`config.mk`:
```
export PLATFORM = sky130hd
export DESIGN_NAME = wildcard_match_filter
export DESIGN_NICKNAME = d
export VERILOG_FILES = /design/src/rtl/wildcard_match_filter.sv
export SDC_FILE = /design/constraint.sdc
export NUM_CORES = 1
export LEC_CHECK = 0
export BUFFER_PORTS_ARGS = -buffer_cell sky130_fd_sc_hd__buf_2
export CAP_MARGIN = 5
export CORE_UTILIZATION = 55
export CTS_CLUSTER_SIZE = 12
export DETAILED_ROUTE_END_ITERATION = 7
export PLACE_DENSITY = 0.84
export SLEW_MARGIN = 10
export SYNTH_ARGS = -nofsm -noshare
export SYNTH_HDL_FRONTEND = slang
export SYNTH_SLANG_ARGS = --single-unit
```
`constraint.sdc`:
```
create_clock -name clk -period 2.1 [get_ports clk]
set_input_delay 0.42 -clock clk [delete_from_list [all_inputs] [get_ports clk]]
set_output_delay 0.42 -clock clk [all_outputs]
set_load 0.01 [all_outputs]
```
`src/rtl/wildcard_match_filter.sv`:
```
// Streaming classifier: tags each word with value/care-mask pattern hits.
// Optional saturating hit counter enabled by defining WILDCARD_HIT_COUNT_EN.
module wildcard_match_filter #(
    parameter int unsigned DATA_W  = 8,
    parameter int unsigned NUM_PAT = 4,
    parameter int unsigned IDX_W   = 2,
    parameter int unsigned CNT_W   = 16
) (
    input  logic               clk,
    input  logic               rst_n,
    input  logic               cfg_we,
    input  logic [IDX_W-1:0]   cfg_idx,
    input  logic [DATA_W-1:0]  cfg_value,
    input  logic [DATA_W-1:0]  cfg_care,
    input  logic               cfg_enable,
    input  logic               in_valid,
    output logic               in_ready,
    input  logic [DATA_W-1:0]  in_data,
    output logic               out_valid,
    input  logic               out_ready,
    output logic [DATA_W-1:0]  out_data,
    output logic               out_hit,
    output logic [NUM_PAT-1:0] out_hit_vec,
    output logic [IDX_W-1:0]   out_hit_idx
`ifdef WILDCARD_HIT_COUNT_EN
    ,
    input  logic               hit_count_clr,
    output logic [CNT_W-1:0]   hit_count
`endif
);

    logic [DATA_W-1:0]  r_value [NUM_PAT];
    logic [DATA_W-1:0]  r_care  [NUM_PAT];
    logic [NUM_PAT-1:0] r_enable;

    logic               r_out_valid;
    logic [DATA_W-1:0]  r_out_data;
    logic               r_out_hit;
    logic [NUM_PAT-1:0] r_out_hit_vec;
    logic [IDX_W-1:0]   r_out_hit_idx;

    logic               w_in_fire;
    logic               w_out_fire;
    logic [NUM_PAT-1:0] w_hit_vec;
    logic [IDX_W-1:0]   w_hit_idx;

    assign in_ready   = !r_out_valid || out_ready;
    assign w_in_fire  = in_valid && in_ready;
    assign w_out_fire = r_out_valid && out_ready;

    // Pattern table; out-of-range indices are silently dropped
    always_ff @(posedge clk or negedge rst_n) begin
        if (!rst_n) begin
            r_enable <= '0;
            for (int i = 0; i < int'(NUM_PAT); i++) begin
                r_value[i] <= '0;
                r_care[i]  <= '0;
            end
        end else if (cfg_we && (32'(cfg_idx) < 32'(NUM_PAT))) begin
            r_value[cfg_idx]  <= cfg_value;
            r_care[cfg_idx]   <= cfg_care;
            r_enable[cfg_idx] <= cfg_enable;
        end
    end

    // Masked compare against the table as it stood before this edge
    always_comb begin
        w_hit_vec = '0;
        for (int i = 0; i < int'(NUM_PAT); i++) begin
            w_hit_vec[i] = r_enable[i] && (((in_data ^ r_value[i]) & r_care[i]) == '0);
        end
    end

    // Lowest set bit wins; scan downward so the last assignment is the lowest
    always_comb begin
        w_hit_idx = '0;
        for (int i = int'(NUM_PAT) - 1; i >= 0; i--) begin
            if (w_hit_vec[i]) begin
                w_hit_idx = IDX_W'(i);
            end
        end
    end

    always_ff @(posedge clk or negedge rst_n) begin
        if (!rst_n) begin
            r_out_valid   <= 1'b0;
            r_out_data    <= '0;
            r_out_hit     <= 1'b0;
            r_out_hit_vec <= '0;
            r_out_hit_idx <= '0;
        end else if (w_in_fire) begin
            r_out_valid   <= 1'b1;
            r_out_data    <= in_data;
            r_out_hit     <= |w_hit_vec;
            r_out_hit_vec <= w_hit_vec;
            r_out_hit_idx <= w_hit_idx;
        end else if (out_ready) begin
            r_out_valid   <= 1'b0;
        end
    end

    assign out_valid   = r_out_valid;
    assign out_data    = r_out_data;
    assign out_hit     = r_out_hit;
    assign out_hit_vec = r_out_hit_vec;
    assign out_hit_idx = r_out_hit_idx;

`ifdef WILDCARD_HIT_COUNT_EN
    logic [CNT_W-1:0] r_hit_count;

    // Clear has priority over a same-cycle increment
    always_ff @(posedge clk or negedge rst_n) begin
        if (!rst_n) begin
            r_hit_count <= '0;
        end else if (hit_count_clr) begin
            r_hit_count <= '0;
        end else if (w_out_fire && r_out_hit && (r_hit_count != '1)) begin
            r_hit_count <= r_hit_count + CNT_W'(1);
        end
    end

    assign hit_count = r_hit_count;
`else
    logic w_unused;
    assign w_unused = w_out_fire;
`endif

endmodule

```
==> results.yml <==
outcome:
  status: "completed"
pwr:
  power_density_nw_per_um2: 961
  ir_drop_mv: 0.615
  total_leakage_power_nw: 1.91
layout:
  layout_common_cells: "dfrtp_1 (84), mux2_2 (79), buf_2 (47)"
  utilization_pct: 65.4
  ff_latch_area_sq_um: 2100
  area_growth_pct: 14.4
  finalNetCount: 335
  num_antenna_cells: 0
  final_common_cell: "dfrtp_1"
  finalNonFillerCells: 383
  multiInputGateArea_sq_um: 1480
  drive_gt1_share_pct: 50.7
  nFillCells: 483
setup_path:
  startpoint: "r_value[28]"
  crit_path_start_kind: "register"
  end_kind: "register"
  path_cells: "xor2_1, a22o_1, a221oi_1, and4_1, nor4_1, o21ai_1"
  regToRegStartpoint: "r_value[28]"
  cp_slowest_cell: "dfrtp_1"
  cp.arrival_ns: 2.01
  path_class: "reg2reg"
  path_max_fanout: 4
  crit_path_max_incr_delay_ns: 0.40
  path_buf_inv: 0
  cp_data_required_time_ns: 2.37
  cp_top_family: "compound AO/OA/AOI/OAI gates"
route:
  vias: 2134
  wire_per_inst_um: 18.1
  drc_errors: 0
  drt_wl_total_mm: 6.95
  vias_per_cell: 5.57
  ant_nets: 0
  drt_first_pass_iters: 4
  first_iter_violations: 70
yosys:
  syn-num-nets: 282
  ys_ff_latch: 84
  seq_area_frac_synth_pct: 57.6
  yosys_warnings: 0
  synth_cell_types: 28
  syn_area_per_cell_sq_um: 14.6
  synthCells: 250
  syn_area_sq_um: 3650
global_route:
  grt_overflow: 0
  grt_pass1_vias: 2318
  antenna_found_initial: 0
  grt_max_degree: 49
  grt_pass1_wl_mm: 11.5
  grtUsageTotal_pct: 21.9
place:
  gp_congestion: 0.820
  dp_hpwl_mm: 4.93
  port_buffers: 48
  dp.cells: 369
clock_tree:
  cts.sinks: 84
  post_cts_buffers: 0
  cts_hold_buf: 0
  insertion_delay_ns: 0.34
  cts_htree_levels: 3
  cts_buffer_depth: 2
  clock-root-buffer: "clkbuf_8"
  cts_tree: "done"
  cts_resized: 0
  cts_inserted_buffers: 9
  clk_pin_slew_worst_paths_ns: 0.08
die:
  die_w_um: 83.4
  initial_core_util_pct: 57.1
  io-pin-count: 49
  fp.dieH_um: 83.4
  dieArea_sq_um: 6960
  core_area_sq_um: 6390
  rows: 29
sta:
  fin_crit_ns: 1.74
  relSlewSlack_pct: 68.3
  min_period_over_period_pct: 83.0
  rsz0062_at_grt: "no"
  clock_skew_ns: 0.00819
  tightest_slew_ns: 0.476
  setup-violations-final: 0
  report.final.slew_viol_count: 0
  tns_ns: 0
  hold_viol_final: 0
  fmax_mhz: 574
run:
  maxCapViolCount: 0
hold_path:
  hold_class: "in2async"
-- state kept, by name (all words and copies together), names as in the netlist --
name / cells
r_enable: 4
out_data: 8
out_hit_idx: 2
out_hit_vec: 4
out_hit: 1
r_care: 32
out_valid: 1
r_value: 32
-- cell usage after synthesis --
| master | instances | area (sq um) |
|---|---|---|
| xor2_1 | 32 | 280 |
| a21oi_2 | 1 | 8.76 |
| dfrtp_1 | 84 | 2100 |
| and4_2 | 1 | 10.0 |
| a22o_1 | 3 | 26.3 |
| clkbuf_1 | 2 | 7.51 |
| o31ai_2 | 1 | 12.5 |
| a221oi_2 | 2 | 30.0 |
| a222oi_1 | 3 | 30.0 |
| and4_1 | 1 | 8.76 |
| o21ai_1 | 1 | 5.00 |
| nor2_1 | 2 | 7.51 |
| o21ai_0 | 1 | 5.00 |
| buf_2 | 10 | 50.1 |
| or2_1 | 1 | 6.26 |
| nor4_1 | 1 | 6.26 |
| a22oi_1 | 3 | 22.5 |
| o41ai_2 | 1 | 16.3 |
| and4_4 | 1 | 11.3 |
| nor3b_2 | 1 | 12.5 |
| nand3b_1 | 2 | 15.0 |
| nand4_1 | 1 | 6.26 |
| mux2_2 | 79 | 890 |
| nand2_1 | 11 | 41.3 |
| buf_6 | 1 | 11.3 |
| nand3_1 | 1 | 5.00 |
| a221oi_1 | 1 | 8.76 |
| nand2b_1 | 2 | 12.5 |
-- layer usage --
metal / track usage (%) / routed length [um] / vias up
li1: - / - / 999
met1: 26.5 / 2980 / 1087
met3: 6.06 / 259 / 7
met5: 0 / 0 / -
met2: 38.5 / 3620 / 41
met4: 6.32 / 85 / 0
-- cell type report --
cell class,instances,area share [%]
clock buffer,12,3.72
clock inverter,2,0.839
timing repair buffer,55,7.37
tap,77,2.31
sequential,84,50.4
multi-input combinational,153,35.4
-- final timing paths --
| kind | to | slack, ns | depth (start not counted) |
|---|---|---|---|
| max in group asynchronous | r_care[13] | 1.45 | 2 |
| hold / removal | r_care[30] | 0.02 | 1 |
| setup reg to reg | out_hit | 0.36 | 6 |
| min in group clk | out_valid | 0.28 | 2 |
| hold reg to reg | r_enable[0] | 0.50 | 1 |
| setup / recovery | out_hit | 0.36 | 6 |
-- stage by stage --
stage	worst slack, ns	hold slack [ns]	area (sq um)	total power [mW]
after CTS	0.366	0.0348	4170	4.05
after global placement	0.213	0.410	3980	2.89
after detailed placement	0.182	0.412	3980	2.94
after floorplan	0.452	0.124	3650	2.64
final	0.357	0.0244	4170	4.01
after global routing	0.257	0.0482	4170	4.20
-- power breakdown --
| group | total [mW] | internal [mW] | switching [mW] |
|---|---|---|---|
| logic | 0.799 | 0.434 | 0.365 |
| registers | 2.10 | 1.92 | 0.178 |
| clock network | 1.11 | 0.600 | 0.514 |
| total | 4.01 | 2.95 | 1.06 |
-- cell families (layout without fill, tap and decap cells) --
family | count (synthesis) | after routing | share of synthesized area [%]
flip-flops | 84 | 84 | 57.6
multiplexers | 79 | 79 | 24.4
XOR/XNOR | 32 | 32 | 7.68
AND/OR/NAND/NOR | 25 | 25 | 3.91
AO/OA/AOI/OAI | 17 | 17 | 4.53
buffers and inverters | 13 | 69 | 1.89
(Power assumes the default switching activity.)
